[src/rtl/alu_pkg.sv]
// alu_pkg: opcodes and FSM state encoding shared by the execute-stage ALU/MDU.
package alu_pkg;
  localparam logic [3:0] OP_AND   = 4'b0000;
  localparam logic [3:0] OP_OR    = 4'b0001;
  localparam logic [3:0] OP_ADD   = 4'b0010;
  localparam logic [3:0] OP_SUB   = 4'b0110;
  localparam logic [3:0] OP_SLT   = 4'b0111;
  localparam logic [3:0] OP_NOR   = 4'b1100;
  localparam logic [3:0] OP_MULTU = 4'b1000;
  localparam logic [3:0] OP_DIVU  = 4'b1001;
  typedef enum logic [1:0] {IDLE, MUL, DIV, DONE} state_t;
endpackage

[src/rtl/mdu_iter.sv]
// mdu_iter: iterative unsigned shift-add multiplier / restoring divider, one bit per cycle.
module mdu_iter #(
  parameter int WIDTH = 32,
  parameter int CNT_W = $clog2(WIDTH) + 1
) (
  input  logic             clk,
  input  logic             rst,
  input  logic             start,
  input  logic             div,
  input  logic [WIDTH-1:0] a,
  input  logic [WIDTH-1:0] b,
  output logic             done,
  output logic [WIDTH-1:0] hi,
  output logic [WIDTH-1:0] lo
);
  logic [WIDTH-1:0] m, src_hi, src_lo, src_m, diff, nhi, nlo;
  logic [WIDTH:0] sum, t;
  logic [CNT_W-1:0] cnt;
  logic div_r, src_div, ge, zdiv;
  // The start edge already performs the first step, so the op spans WIDTH edges in total.
  always_comb begin
    zdiv = div && (b == '0);
    src_div = start ? div : div_r;
    src_hi = start ? '0 : hi;
    src_lo = start ? (div ? a : b) : lo;
    src_m = start ? (div ? b : a) : m;
    sum = {1'b0, src_hi} + (src_lo[0] ? {1'b0, src_m} : '0);
    t = {src_hi, src_lo[WIDTH-1]};
    ge = t >= {1'b0, src_m};
    diff = t[WIDTH-1:0] - src_m;
    {nhi, nlo} = src_div ? {(ge ? diff : t[WIDTH-1:0]), src_lo[WIDTH-2:0], ge}
                         : {sum, src_lo[WIDTH-1:1]};
    done = cnt == CNT_W'(1);
  end
  always_ff @(posedge clk or posedge rst) begin
    if (rst) begin
      hi <= '0;
      lo <= '0;
      m <= '0;
      div_r <= 1'b0;
      cnt <= '0;
    end else if (start) begin
      div_r <= div;
      m <= src_m;
      {hi, lo} <= zdiv ? {a, {WIDTH{1'b1}}} : {nhi, nlo};
      cnt <= zdiv ? '0 : CNT_W'(WIDTH - 1);
    end else if (cnt != '0) begin
      {hi, lo} <= {nhi, nlo};
      cnt <= cnt - CNT_W'(1);
    end
  end
endmodule

[src/rtl/alu_mdu.sv]
// alu_mdu: registered single-cycle ALU plus iterative MULTU/DIVU with HI/LO and valid/ready handshake.
module alu_mdu
  import alu_pkg::*;
#(
  parameter int WIDTH = 32,
  parameter int CNT_W = $clog2(WIDTH) + 1
) (
  input  logic             clk,
  input  logic             rst,
  input  logic             in_valid,
  output logic             in_ready,
  input  logic [3:0]       ctl,
  input  logic [WIDTH-1:0] a,
  input  logic [WIDTH-1:0] b,
  output logic             res_valid,
  output logic [WIDTH-1:0] result,
  output logic             zero,
  output logic             ovf,
  output logic             div0,
  output logic [WIDTH-1:0] hi,
  output logic [WIDTH-1:0] lo
);
  state_t state, state_n;
  logic acc, is_div, is_mdu, zdiv, sub, slt, alu_ovf, mdu_done;
  logic [WIDTH-1:0] bx, sum, alu_res, p_hi, p_lo;
  always_comb begin
    is_div = ctl == OP_DIVU;
    is_mdu = is_div || (ctl == OP_MULTU);
    zdiv = is_div && (b == '0);
    sub = (ctl == OP_SUB) || (ctl == OP_SLT);
    bx = sub ? ~b : b;
    sum = a + bx + WIDTH'(sub);
    alu_ovf = (a[WIDTH-1] == bx[WIDTH-1]) && (sum[WIDTH-1] != a[WIDTH-1]);
    slt = sum[WIDTH-1] ^ alu_ovf;
    alu_res = (ctl == OP_OR) ? (a | b)
            : ((ctl == OP_ADD) || (ctl == OP_SUB)) ? sum
            : (ctl == OP_SLT) ? WIDTH'(slt)
            : (ctl == OP_NOR) ? ~(a | b)
            : (a & b);
  end
  always_ff @(posedge clk or posedge rst) begin
    if (rst) state <= IDLE;
    else state <= state_n;
  end
  always_comb begin
    state_n = (state == IDLE) ? ((!acc || !is_mdu) ? IDLE : zdiv ? DONE : is_div ? DIV : MUL)
            : (state == DONE) ? IDLE
            : mdu_done ? DONE : state;
  end
  always_comb begin
    in_ready = state == IDLE;
    acc = in_valid && in_ready;
  end
  mdu_iter #(.WIDTH(WIDTH), .CNT_W(CNT_W)) u_mdu (
    .clk(clk), .rst(rst), .start(acc && is_mdu), .div(is_div), .a(a), .b(b),
    .done(mdu_done), .hi(p_hi), .lo(p_lo)
  );
  always_ff @(posedge clk or posedge rst) begin
    if (rst) begin
      res_valid <= 1'b0;
      result <= '0;
      zero <= 1'b0;
      ovf <= 1'b0;
      div0 <= 1'b0;
      hi <= '0;
      lo <= '0;
    end else begin
      res_valid <= (acc && !is_mdu) || (state == DONE);
      if (acc && !is_mdu) begin
        result <= alu_res;
        zero <= alu_res == '0;
        ovf <= ((ctl == OP_ADD) || (ctl == OP_SUB)) && alu_ovf;
        div0 <= 1'b0;
      end else if (acc) begin
        div0 <= zdiv;
      end
      if (state == DONE) begin
        hi <= p_hi;
        lo <= p_lo;
        result <= p_lo;
        zero <= p_lo == '0;
        ovf <= 1'b0;
      end
    end
  end
endmodule

[config.mk]
export PLATFORM = sky130hd
export DESIGN_NAME = alu_mdu
export DESIGN_NICKNAME = d
export VERILOG_FILES = /design/src/rtl/alu_pkg.sv /design/src/rtl/mdu_iter.sv /design/src/rtl/alu_mdu.sv
export SDC_FILE = /design/constraint.sdc
export NUM_CORES = 1
export LEC_CHECK = 0
export ABC_AREA = 1
export CORE_MARGIN = 10
export CORE_UTILIZATION = 54
export CTS_CLUSTER_SIZE = 10
export DETAILED_ROUTE_END_ITERATION = 7
export PLACE_DENSITY_LB_ADDON = 0.25
export SLEW_MARGIN = 15
export SYNTH_ARGS = -nofsm -noshare
export SYNTH_HDL_FRONTEND = slang
export SYNTH_SLANG_ARGS = --single-unit
[constraint.sdc]
create_clock -name clk -period 8.3 [get_ports clk]
set_input_delay 2.49 -clock clk [delete_from_list [all_inputs] [get_ports clk]]
set_output_delay 2.49 -clock clk [all_outputs]
set_load 0.1 [all_outputs]
==> results.cfg <==
[placed_design]
gp_congestion = 1.070
dp.final_hpwl_um = 60780
numPortBuffers = 171
place_inst = 3409

[global_routing]
antenna_found_initial = 1
grt_pass1_wl_um = 117400
grt_overflow = 0
track_usage_pct = 36.09
grt_start_max_net_pins = 100
grt_pass1_vias = 20347

[sta]
post-route-min-period_ns = 7.533
tns_ns = 0
worst_hold_slack_ns = 0.4777
rsz0062_at_grt = no
max_slew_margin_pct = 29.95
finClkSkew_ns = 0.01543
worst_pin_slew_ns = 1.047
drv_slew = 0
finalHoldViolCount = 0
period_share_pct = 90.76
fmax_ghz = 0.1327
setup_violations = 0

[cells_and_area]
area_delta_synth_final_pct = 14.97
fin_cells = 3446
n_fill_cell = 3128
final_util_pct = 63.08
layout-drive-gt1-share_pct = 4.169
nets = 3161
diodes = 0

[setup_path]
worstReg2RegStart = state[0]
worst-setup-path-type = primary input to flip-flop
r2r_end = u_mdu.hi[25]
end_kind = flip-flop
path_max_fanout = 63
critPathTopFamily = compound AO/OA/AOI/OAI gates
max_stage_delay_ns = 0.70
slowest_stage = clkdlybuf4s50_1
critical_path_buf_inv_count = 4
cp.required_ns = 8.80
crit_arrival_ns = 8.03
start_kind = primary input
r2r_cells = 24
path_common_cell = nand2_1
reg2reg_slack_ns = 2.75

[logic_synthesis]
synth.largest_area_cell = dfrtp_1
synth_common_cells = nand2_1 (819), inv_1 (412), nor2_1 (235)
synth_flop_cell = dfrtp_1
async_flop_share_pct = 100.0
synth_top_area_share_pct = 27.81
ys_types = 56
synth_most_common_cell = nand2_1
synthTopCellsByArea = dfrtp_1 (28%), nand2_1 (17%), inv_1 (8.4%)
synth_cells = 2874
syn_area_sq_um = 18440
yosys_warnings = 0
synth_edf_count = 0
ys_seq_area_share_pct = 27.81
avgSynthCellArea_sq_um = 6.418
ys_ff_latch = 205
synth_nets = 3046

[route]
drc = 0
viasPerCell = 6.111
via_count = 21057
drt_iter0_markers = 2594
drt-total-wl_um = 78390
post_drt_wl_per_cell_um = 22.75
firstDrtPassIters = 8
postRouteAntennaNets = 0

[clocking]
ctsResizeCount = 0
cts_tree = done
cts_num_sinks = 205
clockBufferDepth = 3
root_buffer = clkbuf_16
htree_levels = 1
clkTransAtPathRegs_ns = 0.06
postCtsSetupBuffers = 0
numCtsBuffers = 26
clk_latency_ns = 0.56
ctsHoldBuffers = 0

[outcome]
run_status = completed

[die]
dieArea_sq_um = 41950
row_count = 67
pin_count = 172
die_w_um = 204.8
core_sq_um = 33620
initial_utilization_pct = 54.87
dieHeight_um = 204.8

[power]
power.density_nw_per_um2 = 118.0
ir_drop_mv = 0.1354
power_leakage_nw = 11.18

[flow_run]
max-cap-violations = 0

[hold_path]
holdPathStages = 2
whs_endpoint = hi[13]
hold_class = flip-flop to flip-flop
hp-start = hi[13]
[per-layer routing]
metal / wire, um / track usage [%] / share of wire, % / vias up
met5: 0 / 0 / 0 / -
met3: 8004 / 6.223 / 10 / 357
met2: 34770 / 57.40 / 44 / 1344
li1: - / - / - / 9648
met4: 7048 / 28.35 / 9.0 / 0
met1: 28570 / 42.64 / 36 / 9708
[per-stage QoR]
step / power, mW / area, sq um / setup slack (ns)
after floorplan: 1.277 / 18440 / 0.2142
after global placement: 1.446 / 20450 / 0.5518
after detailed placement: 1.451 / 20450 / 0.4987
after CTS: 2.485 / 21210 / 1.055
after global routing: 2.577 / 21210 / 0.5561
final: 2.503 / 21210 / 0.7669
[placed cells by master, fill, tap and decap left out, drive strengths merged, types with 2 or more instances in the layout]
master,count
ha,98
nor4,13
nor3,66
clkdlybuf4s50,171
o21a,2
buf,27
clkinv,6
a31oi,17
nand3,161
dfrtp,205
o21bai,14
o211ai,25
clkinvlp,2
nand2,825
xor2,53
a21boi,5
a21o,12
nand3b,32
xnor2,11
nor2,237
a221oi,51
clkbuf,32
a21oi,203
o21ai,230
a211o,2
a22oi,31
nand4,24
inv,426
or2,3
fa,3
[worst reg2reg max path, cell delays in order, from the launching register on]
cell and delay [ns]:
dfrtp_1 0.40, nor2_1 0.28, nand2_2 0.25, nor2_4 0.20, buf_4 0.61, o21ai_2 0.44
a211oi_1 0.34, ha_1 0.29, fa_1 0.23, nand2_1 0.08, o21ai_1 0.46, a21boi_1 0.29
o21ai_0 0.45, a21oi_1 0.13, inv_1 0.12, nand2_1 0.06, nand2_1 0.16, nand2_1 0.10
nand3_1 0.07, nand2_1 0.04, o21ai_0 0.24, inv_1 0.08, nand2_1 0.07, nand2_1 0.04
nand2_1 0.05
[kinds of logic (layout without fill, tap and decap cells)]
family,after synthesis,count (layout),synth area share (%)
flops,205,205,27.81
fa+ha+maj,101,101,6.974
simple gates,1363,1363,30.80
xor+xnor,64,64,3.039
compound gates,600,600,19.90
buf+inv,541,665,11.47
[how the worst max path moves through the flow]
| stage | start | end | slack (ns) | cells after the start |
|---|---|---|---|---|
| floorplan | rst | div0 | 0.21 | 1 |
| global placement | ctl[2] | u_mdu.hi[20] | 0.55 | 26 |
| detailed placement | ctl[2] | u_mdu.hi[20] | 0.50 | 26 |
| CTS | ctl[2] | u_mdu.hi[20] | 1.06 | 26 |
| global route | ctl[2] | u_mdu.hi[25] | 0.56 | 27 |
| finish | ctl[2] | u_mdu.hi[25] | 0.77 | 27 |
[registers in the layout, summed over array words and instances (netlist names), 2 cells and up]
register and count:
state 2, result 32, u_mdu.hi 32, hi 32
u_mdu.lo 32, u_mdu.m 32, u_mdu.cnt 6, lo 32
[area by class of cell]
cell class	instances	area (sq um)	share of cell area, %
multi-input combinational	2128	11220	52.89
sequential	205	5130	24.19
timing repair buffer	198	1914	9.028
inverter	430	1625	7.665
clock buffer	32	693.2	3.269
tap	448	560.5	2.643
clock inverter	5	66.31	0.3127
[power breakdown]
part           leakage (nW)  internal [mW]  total [mW]  switching, mW
clock                 0.365          0.612        1.05          0.436
combinational          8.45          0.135       0.455          0.320
sequential             2.36           1.00        1.00              0
No activity file was read; power rests on OpenSTA's default activity.
